### src/rtl/ref_clk_gen_pkg.sv
// Shared types and default widths for the reference-clock generator.
// Imported by the top and by the NCO accumulator.
package ref_clk_gen_pkg;

    localparam int ACC_W_DEF = 8;
    localparam int CNT_W_DEF = 16;

    typedef enum logic [1:0] {
        IDLE  = 2'd0,
        RUN   = 2'd1,
        DRAIN = 2'd2
    } state_t;

endpackage

### src/rtl/ref_clk_gen_nco_accum.sv
// Phase accumulator with double-buffered tuning word.
// A new tuning word only takes effect on a period boundary, so retuning never shortens or stretches a half-cycle.
module nco_accum
    import ref_clk_gen_pkg::*;
#(
    parameter int ACC_W = ACC_W_DEF
) (
    input  logic             i_sys_clk,
    input  logic             i_rst,
    input  logic             i_run,
    input  logic             i_stop_on_wrap,
    input  logic [ACC_W-1:0] i_ftw,
    input  logic             i_ftw_load,
    input  logic [ACC_W-1:0] i_jump_add,
    output logic [ACC_W-1:0] o_acc,
    output logic             o_wrap,
    output logic             o_ftw_pending
);

    logic [ACC_W-1:0] r_acc;
    logic [ACC_W-1:0] r_ftwActive;
    logic [ACC_W-1:0] r_ftwPend;
    logic             r_pend;
    logic [ACC_W+1:0] w_sum;
    logic             w_wrap;

    // Two guard bits so a jump plus the tuning word can overflow twice and still read as a single wrap.
    always_comb begin
        w_sum  = {2'b00, r_acc} + {2'b00, r_ftwActive} + {2'b00, i_jump_add};
        w_wrap = i_run && (w_sum[ACC_W+1:ACC_W] != 2'b00);
    end

    always_ff @(posedge i_sys_clk) begin
        if (i_rst) begin
            r_acc <= '0;
        end else if (!i_run) begin
            r_acc <= '0;
        end else if (w_wrap && i_stop_on_wrap) begin
            r_acc <= '0;
        end else begin
            r_acc <= w_sum[ACC_W-1:0];
        end
    end

    // While stopped there is no period to protect, so a load goes straight to the active word.
    always_ff @(posedge i_sys_clk) begin
        if (i_rst) begin
            r_ftwActive <= '0;
            r_ftwPend   <= '0;
            r_pend      <= 1'b0;
        end else if (!i_run) begin
            if (i_ftw_load) begin
                r_ftwActive <= i_ftw;
                r_ftwPend   <= i_ftw;
                r_pend      <= 1'b0;
            end else if (r_pend) begin
                r_ftwActive <= r_ftwPend;
                r_pend      <= 1'b0;
            end
        end else begin
            if (w_wrap && r_pend) begin
                r_ftwActive <= r_ftwPend;
            end
            if (i_ftw_load) begin
                r_ftwPend <= i_ftw;
                r_pend    <= 1'b1;
            end else if (w_wrap) begin
                r_pend <= 1'b0;
            end
        end
    end

    assign o_acc         = r_acc;
    assign o_wrap        = w_wrap;
    assign o_ftw_pending = r_pend;

endmodule

### src/rtl/ref_clk_gen.sv
// Programmable NCO reference-clock source for exercising PLL lock and re-lock.
// Holds the run/drain FSM, the phase-jump handshake and the completed-period counter.
module ref_clk_gen
    import ref_clk_gen_pkg::*;
#(
    parameter int ACC_W = ACC_W_DEF,
    parameter int CNT_W = CNT_W_DEF
) (
    input  logic             i_sys_clk,
    input  logic             i_rst,
    input  logic             i_en,
    input  logic [ACC_W-1:0] i_ftw,
    input  logic             i_ftw_load,
    input  logic [ACC_W-1:0] i_phase_jump,
    input  logic             i_jump_req,
    output logic             o_jump_ack,
    output logic             o_ref_clk,
    output logic             o_period,
    output logic [CNT_W-1:0] o_period_cnt,
    output logic             o_ftw_pending,
    output logic             o_busy
);

    state_t           r_state;
    state_t           w_nextState;
    logic             r_ackPrev;
    logic             r_period;
    logic [CNT_W-1:0] r_periodCnt;
    logic             w_ack;
    logic             w_run;
    logic             w_stopOnWrap;
    logic             w_wrap;
    logic [ACC_W-1:0] w_jumpAdd;
    logic [ACC_W-1:0] w_acc;

    // A request is granted only if the previous cycle did not ack, forcing an ack-low gap between jumps.
    assign w_ack        = !i_rst && i_jump_req && !r_ackPrev;
    assign w_jumpAdd    = (w_ack && (r_state == RUN)) ? i_phase_jump : '0;
    assign w_run        = (r_state != IDLE);
    assign w_stopOnWrap = (r_state == DRAIN) && !i_en;

    nco_accum #(
        .ACC_W(ACC_W)
    ) u_nco (
        .i_sys_clk     (i_sys_clk),
        .i_rst         (i_rst),
        .i_run         (w_run),
        .i_stop_on_wrap(w_stopOnWrap),
        .i_ftw         (i_ftw),
        .i_ftw_load    (i_ftw_load),
        .i_jump_add    (w_jumpAdd),
        .o_acc         (w_acc),
        .o_wrap        (w_wrap),
        .o_ftw_pending (o_ftw_pending)
    );

    always_ff @(posedge i_sys_clk) begin
        if (i_rst) begin
            r_state <= IDLE;
        end else begin
            r_state <= w_nextState;
        end
    end

    // Draining finishes the current period so the output never emits a runt high pulse.
    always_comb begin
        w_nextState = r_state;
        case (r_state)
            IDLE:    if (i_en) w_nextState = RUN;
            RUN:     if (!i_en) w_nextState = DRAIN;
            DRAIN: begin
                if (i_en) begin
                    w_nextState = RUN;
                end else if (w_wrap) begin
                    w_nextState = IDLE;
                end
            end
            default: w_nextState = IDLE;
        endcase
    end

    always_ff @(posedge i_sys_clk) begin
        if (i_rst) begin
            r_ackPrev   <= 1'b0;
            r_period    <= 1'b0;
            r_periodCnt <= '0;
        end else begin
            r_ackPrev <= w_ack;
            r_period  <= w_wrap;
            if (w_wrap) begin
                r_periodCnt <= r_periodCnt + CNT_W'(1);
            end
        end
    end

    assign o_jump_ack   = w_ack;
    assign o_ref_clk    = w_acc[ACC_W-1];
    assign o_period     = r_period;
    assign o_period_cnt = r_periodCnt;
    assign o_busy       = (r_state != IDLE);

endmodule
### config.mk
export PLATFORM = sky130hd
export DESIGN_NAME = ref_clk_gen
export DESIGN_NICKNAME = d
export VERILOG_FILES = /design/src/rtl/ref_clk_gen_pkg.sv /design/src/rtl/ref_clk_gen_nco_accum.sv /design/src/rtl/ref_clk_gen.sv
export SDC_FILE = /design/constraint.sdc
export NUM_CORES = 1
export LEC_CHECK = 0
export ABC_AREA = 1
export ABC_CLOCK_PERIOD_IN_PS = 2700
export BUFFER_PORTS_ARGS = -buffer_cell sky130_fd_sc_hd__buf_2
export CORE_MARGIN = 5
export CORE_UTILIZATION = 45
export CTS_CLUSTER_SIZE = 30
export DETAILED_ROUTE_END_ITERATION = 10
export PLACE_DENSITY = 0.8
export SYNTH_ARGS = -nofsm -noshare
export SYNTH_HDL_FRONTEND = slang
export SYNTH_SLANG_ARGS = --single-unit
### constraint.sdc
create_clock -name i_sys_clk -period 2.7 [get_ports i_sys_clk]
set_input_delay 0.135 -clock i_sys_clk [delete_from_list [all_inputs] [get_ports i_sys_clk]]
set_output_delay 0.135 -clock i_sys_clk [all_outputs]
set_load 0.005 [all_outputs]
==> flow_summary.rst <==
.. list-table::
   :header-rows: 1

   * - Metric
     - Value
   * - Run status
     - finished with violations
   * - Clock root buffer master
     - sky130_fd_sc_hd__clkbuf_8
   * - Critical path, cell by cell
     - ha_4 > fa_2 > nand2_2 > nand2_4 > a31oi_4 > xnor2_2 > ha_1 > nand2_2 > inv_1 > a21oi_2 > nand2_2 > inv_1 > nand2_1 > nand2_2 > nand2_4 > buf_6 > or2_1 > a21oi_2
   * - Grt ovf
     - 0
   * - Cell count after synthesis
     - 401
   * - # Max-Cap Violations
     - 0
   * - Final critical path time including I/O delays and setup
     - about 2.8 ns
   * - Number of nets still failing antenna checks after routing
     - 0
   * - Number of pins exceeding their max-slew limit in the final report
     - 0
   * - DIE AREA
     - between 7000 and 8000 µm²
   * - Post-detailed-route wirelength per cell
     - ~12 µm
   * - CTS H-tree depth
     - 2
   * - Largest cells by area after synthesis
     - sky130_fd_sc_hd__dfxtp_1 (32%), sky130_fd_sc_hd__nand2_1 (11%), sky130_fd_sc_hd__ha_1 (7.6%)
   * - Leakage power figure
     - 1.72 nW
   * - Top library cells by usage in the layout, fill and taps aside
     - sky130_fd_sc_hd__nand2_1 (75), sky130_fd_sc_hd__inv_1 (51), sky130_fd_sc_hd__nor2_1 (50), sky130_fd_sc_hd__dfxtp_1 (42), sky130_fd_sc_hd__buf_2 (41)
   * - Critical path data arrival time
     - just over 3 ns
   * - Element type at the critical path end
     - flip-flop
   * - Total vias in the final route
     - 2657
   * - Final setup TNS
     - -2.65 ns
   * - Min Hold Slack
     - just over 0.1 ns
   * - Iteration-0 DRC count of the detailed router
     - 120
   * - Clock input transition at the sequential cells of the worst setup and hold paths
     - ~0.080 ns
   * - Power consumption
     - between 1 and 1.5 mW
   * - Transition time at the pin with the least slew margin
     - approximately 1.0 ns
   * - Most common cell after layout, fill and taps aside
     - sky130_fd_sc_hd__nand2_1
   * - Number of buffers inserted by hold repair at cts
     - 0
   * - Combined area of all synthesized cells
     - 2810 µm²
   * - Detailed placement HPWL
     - 4720 µm
   * - Total of flip-flops plus latches after synthesis
     - 45
   * - Worst min-delay path class
     - input port to flip-flop
   * - Maximum achievable frequency
     - 0.354 GHz
   * - Post-detailed-routing wire length
     - 6580 µm
   * - Count of standard-cell rows
     - 28
   * - Hold violation total from the final report
     - 0
   * - CP Data Required Time
     - 2.93 ns
   * - Width of the chip
     - 89.1 µm
   * - CTS sink count
     - between 40 and 50
   * - Drt via density
     - 4.92
   * - Cell type of the slowest stage on the worst timing path
     - sky130_fd_sc_hd__dfxtp_4
   * - CTS tree
     - yes
   * - Buffer depth of the longest clock path
     - 2
   * - Register area share after synthesis
     - 32.0%
   * - Worst Setup Path Type
     - flip-flop to flip-flop
   * - First-pass iteration count of the detailed router
     - 4
   * - Share of the clock period used by the worst path after layout
     - 105%
   * - First-pass GRT wire length
     - roughly 11000 µm
   * - Worst-case clock skew
     - 0.00522 ns
   * - Number of global-route vias before repair
     - 2502
   * - Mean area per synthesized cell
     - 7.01 µm²
   * - Num CTS Buffers
     - 5
   * - Starting Density
     - 47.0%
   * - Maximum fanout along the worst path
     - 4
   * - Combined global-route utilization of all metal layers
     - between 10% and 20%
   * - Maximum number of pins on one net before global-route repair
     - 29
   * - Yosys top cell area share
     - approximately 32%
   * - Final number of setup-violating endpoints
     - 34
   * - Last weighted congestion value of the routability-driven placer
     - about 0.8
   * - Core utilization of the finished layout
     - 59.4%
   * - Unrepaired setup endpoints after global routing
     - yes
   * - Number of port buffers
     - a little over 40
   * - Top-level port count
     - between 40 and 50
   * - Syn. warnings
     - 0
   * - Max IR drop VDD
     - 0.393 mV
   * - Antenna violations before repair
     - 0
   * - Worst path max stage delay
     - 0.36 ns
   * - CP startpoint kind
     - flip-flop
   * - Post-synth top area cell
     - sky130_fd_sc_hd__dfxtp_1
   * - Die Span Y
     - 89.1 µm
   * - Worst setup slack after layout
     - -0.124 ns
   * - Placeable core area
     - roughly 6000 µm²
   * - Clock latency at the later pin of the worst-skew pair
     - between 0.2 and 0.3 ns
   * - Number of nets in the final layout
     - approximately 500
   * - # DRC
     - 0
   * - Ratio of cells with drive above 1 in the final layout
     - 26.2%
   * - Crit-path most repeated cell
     - sky130_fd_sc_hd__nand2_2
   * - Violated checks
     - setup timing
   * - Number of diodes
     - 0
   * - Area growth from synthesis to layout
     - 26.4%
   * - Power Dens Cells
     - ~400 nW/µm²
   * - Max transition margin
     - 31.7%
   * - Net count after synthesis
     - 441
   * - Count of different cell masters after synthesis
     - 34
[metrics by stage]
| step | setup WS [ns] | instances | cell area [µm²] |
|---|---|---|---|
| 6_report | -0.124 | 540 | 3560 |
| 5_1_grt | -0.303 | 540 | 3560 |
| 4_1_cts | -0.0469 | 536 | 3400 |
| 3_5_place_dp | -0.210 | 524 | 3210 |
| 3_3_place_gp | -0.148 | 524 | 3210 |
| 2_1_floorplan | 0.00277 | 401 | 2840 |
[cell type report]
cell class | instances | area [µm²]
Fill cell | 517 | 2430
Multi-Input combinational cell | 291 | 1840
Clock inverter | 2 | 10.0
Tap cell | 75 | 93.8
Timing Repair Buffer | 68 | 434
Sequential cell | 45 | 910
Clock buffer | 6 | 72.6
Inverter | 53 | 199
[state kept, by name, summed over array words and instances (netlist names)]
register             flops
o_period_cnt            16
u_nco.r_ftwActive        8
o_period                 1
r_state                  2
u_nco.o_ftw_pending      1
r_ackPrev                1
u_nco.o_acc              8
u_nco.r_ftwPend          8
[cells in the mapped netlist (all sizes together)]
library cell,number
xnor2,9
nand2,90
inv,51
a21oi,33
nor3,4
o21bai,1
a211oi,1
or2,3
mux2i,8
nand3,32
xor2,14
nor3b,1
clkinv,2
dfxtp,45
nand3b,1
a31oi,3
o21ai,12
nand4,3
fa,2
buf,7
o211ai,1
ha,17
nor2,56
clkbuf,5
[layer usage]
layer  vias to the layer above  part of all wire [%]  GRT usage, %
li1                       1398                     -             -
met1                      1205                    47          22.3
met2                        50                    49          28.2
met3                         4                   3.4          2.49
met4                         0                  0.96          4.87
met5                         -                     0             0
[kinds of logic (layout without fill, tap and decap cells)]
| group | after synthesis | count (layout) | share of synthesized area (%) |
|---|---|---|---|
| xor gates and xnor gates | 23 | 23 | 7.16 |
| buffers and inverters | 65 | 129 | 9.74 |
| AOI/OAI and AO/OA | 51 | 51 | 10.0 |
| DFF | 45 | 45 | 32.0 |
| and+or+nand+nor | 190 | 190 | 29.2 |
| adders and majority gates | 19 | 19 | 8.99 |
| muxes | 8 | 8 | 2.85 |
[critical path: cells and delay by family (launching register included)]
| kind | cells | cell delay [ns] |
|---|---|---|
| AND/OR/NAND/NOR | 8 | 0.80 |
| buffers and inverters | 3 | 0.24 |
| flip-flops | 1 | 0.36 |
| AO/OA/AOI/OAI | 3 | 0.42 |
| adder cells (fa/ha/maj) | 3 | 0.86 |
| XOR/XNOR | 1 | 0.09 |
[power breakdown]
part | internal, mW | switching [mW] | leakage, nW
clock | 0.180 | 0.214 | 0.0450
combinational | 0.137 | 0.162 | 1.31
sequential | 0.689 | 0.0197 | 0.368
[path summary, 6_finish.rpt]
check	end	from	cells after the start	slack [ns]
hold / removal	u_nco.r_ftwPend[7]	i_ftw[7]	3	0.10
setup reg to reg	r_state[1]	u_nco.r_ftwActive[0]	18	-0.12
hold reg to reg	r_ackPrev	r_ackPrev	1	0.42
setup / recovery	r_state[1]	u_nco.r_ftwActive[0]	18	-0.12
[timing repair]
item	in CTS	in global routing
setup endpoints to repair	35	35
hold endpoints to repair	0	0
setup buffers	4	4
pin swaps	18	10
resized for setup	18	27
No activity file was read; power rests on OpenSTA's default activity.
